`config.mk`:
```
export PLATFORM = sky130hd
export DESIGN_NAME = operand_fetch
export DESIGN_NICKNAME = d
export VERILOG_FILES = /design/src/rtl/operand_fetch.sv
export SDC_FILE = /design/constraint.sdc
export NUM_CORES = 1
export LEC_CHECK = 0
export CORE_MARGIN = 3
export CORE_UTILIZATION = 25
export DETAILED_ROUTE_END_ITERATION = 16
export GPL_ROUTABILITY_DRIVEN = 0
export SLEW_MARGIN = 25
export SYNTH_ARGS = -nofsm -noshare
export SYNTH_HDL_FRONTEND = slang
export SYNTH_SLANG_ARGS = --single-unit
```
`constraint.sdc`:
```
create_clock -name clk -period 4.2 [get_ports clk]
set_input_delay 0.84 -clock clk [delete_from_list [all_inputs] [get_ports clk]]
set_output_delay 0.84 -clock clk [all_outputs]
set_load 0.05 [all_outputs]
```
`src/rtl/operand_fetch.sv`:
```
// Single-entry operand fetch stage: drives register file reads, relays writebacks, and bypasses same-edge writes.
// Operands appear one cycle after accept; in_ready = !out_valid || out_ready, so one instruction per cycle when execute keeps up.
module operand_fetch #(
  parameter int PAYLOAD_W = 32
) (
  input  logic                 clk,
  input  logic                 resetn,
  input  logic                 in_valid,
  output logic                 in_ready,
  input  logic [4:0]           in_rs1,
  input  logic [4:0]           in_rs2,
  input  logic [4:0]           in_rd,
  input  logic [PAYLOAD_W-1:0] in_payload,
  output logic                 out_valid,
  input  logic                 out_ready,
  output logic [31:0]          out_rs1_val,
  output logic [31:0]          out_rs2_val,
  output logic [4:0]           out_rd,
  output logic [PAYLOAD_W-1:0] out_payload,
  input  logic                 wb_en,
  input  logic [4:0]           wb_addr,
  input  logic [31:0]          wb_data,
  output logic [4:0]           rf_rs1,
  output logic [4:0]           rf_rs2,
  input  logic [31:0]          rf_rdata1,
  input  logic [31:0]          rf_rdata2,
  output logic                 rf_wen,
  output logic [4:0]           rf_waddr,
  output logic [31:0]          rf_wdata
);

  logic                 r_out_valid;
  logic [4:0]           r_rs1;
  logic [4:0]           r_rs2;
  logic [4:0]           r_rd;
  logic [PAYLOAD_W-1:0] r_payload;
  logic                 r_byp1_v;
  logic                 r_byp2_v;
  logic [31:0]          r_byp1_d;
  logic [31:0]          r_byp2_d;

  logic                 w_accept;
  logic                 w_byp1_hit;
  logic                 w_byp2_hit;

  assign in_ready = !r_out_valid || out_ready;
  assign w_accept = in_valid && in_ready;

  // Read the incoming sources on accept, otherwise keep re-reading the held ones
  assign rf_rs1 = w_accept ? in_rs1 : r_rs1;
  assign rf_rs2 = w_accept ? in_rs2 : r_rs2;

  assign rf_wen   = wb_en;
  assign rf_waddr = wb_addr;
  assign rf_wdata = wb_data;

  // The file returns pre-write data when read and write share an edge
  assign w_byp1_hit = wb_en && (wb_addr == rf_rs1) && (rf_rs1 != 5'd0);
  assign w_byp2_hit = wb_en && (wb_addr == rf_rs2) && (rf_rs2 != 5'd0);

  always_ff @(posedge clk or negedge resetn) begin
    if (!resetn) begin
      r_out_valid <= 1'b0;
      r_rs1       <= 5'd0;
      r_rs2       <= 5'd0;
      r_rd        <= 5'd0;
      r_payload   <= '0;
      r_byp1_v    <= 1'b0;
      r_byp2_v    <= 1'b0;
      r_byp1_d    <= 32'd0;
      r_byp2_d    <= 32'd0;
    end else begin
      if (w_accept) begin
        r_out_valid <= 1'b1;
        r_rs1       <= in_rs1;
        r_rs2       <= in_rs2;
        r_rd        <= in_rd;
        r_payload   <= in_payload;
      end else if (out_ready) begin
        r_out_valid <= 1'b0;
      end
      r_byp1_v <= w_byp1_hit;
      r_byp2_v <= w_byp2_hit;
      r_byp1_d <= wb_data;
      r_byp2_d <= wb_data;
    end
  end

  assign out_valid   = r_out_valid;
  assign out_rd      = r_rd;
  assign out_payload = r_payload;
  assign out_rs1_val = (r_rs1 == 5'd0) ? 32'd0 : (r_byp1_v ? r_byp1_d : rf_rdata1);
  assign out_rs2_val = (r_rs2 == 5'd0) ? 32'd0 : (r_byp2_v ? r_byp2_d : rf_rdata2);

endmodule

```
## Yosys cells after proc, flatten, opt, wreduce, memory -nomap -nowiden

Index checks and enable logic that the tools add are counted.

- Bitwise gates (word level): 0
- Equality and inequality tests: 2
- Div/mod/pow operators: 0
- Muxes and demuxes: 8
- Shift operators: 0
- $add $sub $neg: 0
- Magnitude comparators: 0
- Multiply operators: 0
- Reductions and logical operators: 12

Operators with widths:

| cell | number |
|---|---|
| $mux 32 | 4 |
| $eq 5x5->1 | 2 |
| $logic_not 5->1 | 2 |
| $mux 5 | 2 |
| $reduce_bool 5->1 | 2 |
| $logic_and 1x1->1 | 5 |
| $mux 1 | 2 |
| $reduce_bool 2->1 | 1 |
| $logic_not 1->1 | 1 |
| $logic_or 1x1->1 | 1 |

- Word-level logic and storage cells: 30
- Output and inout bits: 151
- RAM bits: 0
- Latch bits: 0
- Input bits: 153
- Memories: 0
- Memory bits (read-only): 0
- Register bits: 82

## Longest topological paths before layout

- Depth in word-level cells: 7
- Gate-level depth with buffers: 6
- Depth with buffers taken out: 5

## Least setup slack after synthesis

Ideal clock, no wire load.

- Kind: input -> output
- From: input port out_ready
- To: output port rf_rs1[0]
- Required time: 3.360 ns
- Setup slack: 1.300 ns
- Arrival time: 2.060 ns
- Stages: 5
- Buffers on the path: 2
- Path through: nand2b_4 > nand2_4 > buf_6 > buf_2 > mux2_2

- Cells in the longest elaborated chain, start to end: 3

Ends and longest elaborated chain:

| element | line | source |
|---|---|---|
| start: declaration | 15 | `input logic out_ready,` |
| $logic_or 1x1->1 | 46 | `assign in_ready = !r_out_valid \|\| out_ready;` |
| $logic_and 1x1->1 | 47 | `assign w_accept = in_valid && in_ready;` |
| $mux 5 | - |  |
| end: declaration | 23 | `output logic [4:0] rf_rs1,` |

No other way between the ends.

## Worst setup path in the final report

- From: input port out_ready
- To: output port rf_rs2[4]

- Cells in the longest elaborated chain, start to end: 3

Ends and longest elaborated chain:

| element | line | source |
|---|---|---|
| $logic_or 1x1->1 | 46 |  |
| $logic_and 1x1->1 | 47 |  |
| $mux 5 | - |  |
| end: declaration | 24 | `output logic [4:0] rf_rs2,` |

No other way between the ends.

==> impl_metrics.ini <==
[flow_run]
max-cap-violations = 0

[logic_synthesis]
syn_nets = 511
synth_fa_ha_area_share_pct = 0
yosysTopAreaCellShare_pct = 48.9
syn_inst = 358
ys_seq_elements = 82
synth.area.mux_share_pct = 28.5
yosysSeqAreaShare_pct = 48.9
synth_compound_area_share_pct = 3.04
synth_top_family_by_area = multiplexers
yosys.area_share.simple_pct = 8.52
yosys-top-cells-area = dfrtp_1 49%, mux2i_1 16%, mux2_2 12%
synth.avg_cell_area_um2 = 11.7
yosys.area_share.xor_xnor_pct = 1.04
synth.distinct_cells = 32
synth_area_mm2 = 0.00420
yosysTopAreaCell = dfrtp_1
ys_warn_count = 0

[routing]
wl_met3_mm = 1.67
wirelength_mm = 15.2
drtAntennaViolNets = 0
met1_length_mm = 5.73
wl_met2_mm = 7.54
top_layer = met4
routedWlPerCell_um = 18.0
dr.pass1.iters = 4
first_iter_violations = 111
vias = 3691
via_per_inst = 4.36
drcViolationCount = 0

[clock_network]
post_cts_buffers = 0
cts_tree = yes
cts_max_level = 3
cts.sinks = 82
ctsHoldBuffers = 0
clk_path_buf_depth = 2
clk_pin_slew_worst_paths_ns = 0.06
clock_latency_ns = 0.34
cts_resized = 0
cts_made_buffers = 9
cts-root-buf = clkbuf_16

[timing]
rsz0062_at_grt = no
max_freq_ghz = 0.275
relSlewSlack_pct = 45.8
hold_violations = 0
clock_skew_ns = 0.0113
fin_crit_sh_pct = 86.5
finalMaxSlewViolations = 0
setup-tns-final_ns = 0
finalSetupViolations = 0
min_period_ns = 3.63
tightest_slew_ns = 0.814

[worst_setup_path]
crit_slowest_cell = clkdlybuf4s50_1
critical_path_buf_inv_count = 2
r2r_setup_slack_ns = 2.47
worstSetupPathType = input pin to output port
critPathLaunchType = input pin
required_ns = 3.36
cpPeakStageDelay_ns = 0.72
cp.arrival_ns = 2.79
cp-end-kind = output port
crit_path_frequent_cell = clkdlybuf4s50_1
worstPathCellList = clkdlybuf4s50_1, nand2b_4, nand2_4, mux2_2, clkdlybuf4s50_1
crit_family = buffers and inverters
worstPathMaxFanout = 19

[floorplanning]
die_width_um = 136
coreArea_mm2 = 0.0162
start_util_pct = 26.0
rows = 46
ios = 304
die_y_um = 136
dieArea_mm2 = 0.0184

[finish]
fin_nets = 777
fin_area_mm2 = 0.00747
areaGrowthSynthToFinish_pct = 78.0
drive_above_1_share_pct = 13.5

[hold_path]
hold_class = flop to flop

[power_and_ir_drop]
power.density_mw_per_mm2 = 392
ir_worst_vdd_mv = 0.194
leakage_nw = 2.94

[place]
io_buffers = 303
place_hpwl_mm = 12.0
place_area_mm2 = 0.00716

[global_routing]
grt_pass1_wl_mm = 22.7
antenna_found_initial = 1
grt_start_max_net_pins = 62
grt_pass1_vias = 3997
grt-ovfl-total = 0
grt_usage_pct = 16.1

[outcome]
outcome = complete, no violations
==> cell usage after synthesis <==
library cell / n
a2111oi_0: 1
a2111oi_2: 1
a2111oi_4: 1
a21bo_1: 1
a21oi_1: 2
a41oi_1: 1
and2_1: 2
buf_2: 10
buf_4: 44
buf_6: 1
clkbuf_1: 2
dfrtp_1: 82
inv_1: 6
mux2_2: 44
mux2_4: 2
mux2i_1: 67
nand2_1: 1
nand2_4: 1
nand2b_4: 1
nor2_1: 70
nor2_2: 2
nor4_2: 1
o2111a_1: 1
o21ai_0: 2
o221a_2: 1
o22ai_1: 1
o2bb2ai_1: 1
or2_2: 1
or2b_1: 1
or4_1: 2
xnor2_1: 2
xor2_1: 3
==> worst register-to-register path, delay by kind of cell, from the launching register on <==
family / cells / cell delay (ns)
multiplexers: 1 / 0.41
AO/OA/AOI/OAI: 1 / 0.30
XOR/XNOR: 1 / 0.17
AND/OR/NAND/NOR: 2 / 0.34
flip-flops: 1 / 0.39
==> cells by family after synthesis <==
kind of cell	Yosys count
AND/OR/NAND/NOR	82
buffers and inverters	63
multiplexers	113
XOR/XNOR	5
flip-flops	82
AO/OA/AOI/OAI	13
==> layer usage <==
| metal | global-route usage (%) | vias to the layer above |
|---|---|---|
| met5 | 0 | - |
| met4 | 6.10 | 0 |
| met3 | 6.76 | 20 |
| met2 | 27.8 | 199 |
| met1 | 17.7 | 1763 |
| li1 | - | 1709 |
==> flip-flops by register name (all words and copies together), names as in the netlist <==
signal       count
r_byp2_v         1
out_payload     32
r_rs1            5
r_byp1_v         1
out_valid        1
r_byp2_d        32
out_rd           5
r_rs2            5
==> worst paths after layout <==
| check | end | start | cells past startpoint |
|---|---|---|---|
| worst min-delay path | out_rd[3]$_DFFE_PN0N_ | out_rd[3]$_DFFE_PN0N_ | 1 |
| worst min register to register | out_rd[3]$_DFFE_PN0N_ | out_rd[3]$_DFFE_PN0N_ | 1 |
| min in group asynchronous | r_rs1[0]$_DFF_PN0_ | resetn | 1 |
| worst max-delay path | rf_rs2[4] | out_ready | 5 |
| worst max register to register | r_byp1_v$_DFF_PN0_ | out_valid$_DFFE_PN0P_ | 5 |
| max in group asynchronous | r_byp2_d[26]$_DFF_PN0_ | resetn | 2 |
==> cells in the final DEF, fill, tap and decap left out, drive strengths merged, types with 2 or more instances in the layout <==
master           n
clkdlybuf4s50  299
dfrtp           82
nor2            72
mux2i           67
mux2            46
buf             13
clkbuf          12
inv              6
xor2             3
a2111oi          3
or4              2
xnor2            2
o21ai            2
a21oi            2
and2             2
nand2            2
clkinv           2
==> report_power, final <==
group          total [mW]  switching (mW)  internal (mW)
combinational        1.18           0.720          0.460
clock               0.820           0.326          0.494
sequential          0.927          0.0533          0.874
==> through the flow <==
step	power (mW)	setup slack (ns)	hold slack, ns	utilization (%)	cells
6_report	2.93	0.567	0.506	46.2	846
5_1_grt	3.06	0.514	0.525	46.2	846
4_1_cts	2.98	0.541	0.507	46.2	845
3_5_place_dp	2.13	0.542	0.492	44.3	829
3_3_place_gp	2.12	0.576	0.487	44.3	829
2_1_floorplan	1.65	1.30	0.544	-	358
==> cell type report <==
class	count	area, µm²
fill	1474	8700
timing repair buffer	312	3090
sequential	82	2050
multi-input combinational	213	1730
tap	216	270
clock buffer	12	256
clock inverter	4	51.3
inverter	6	22.5
antenna	1	2.50
(Power assumes the default switching activity.)
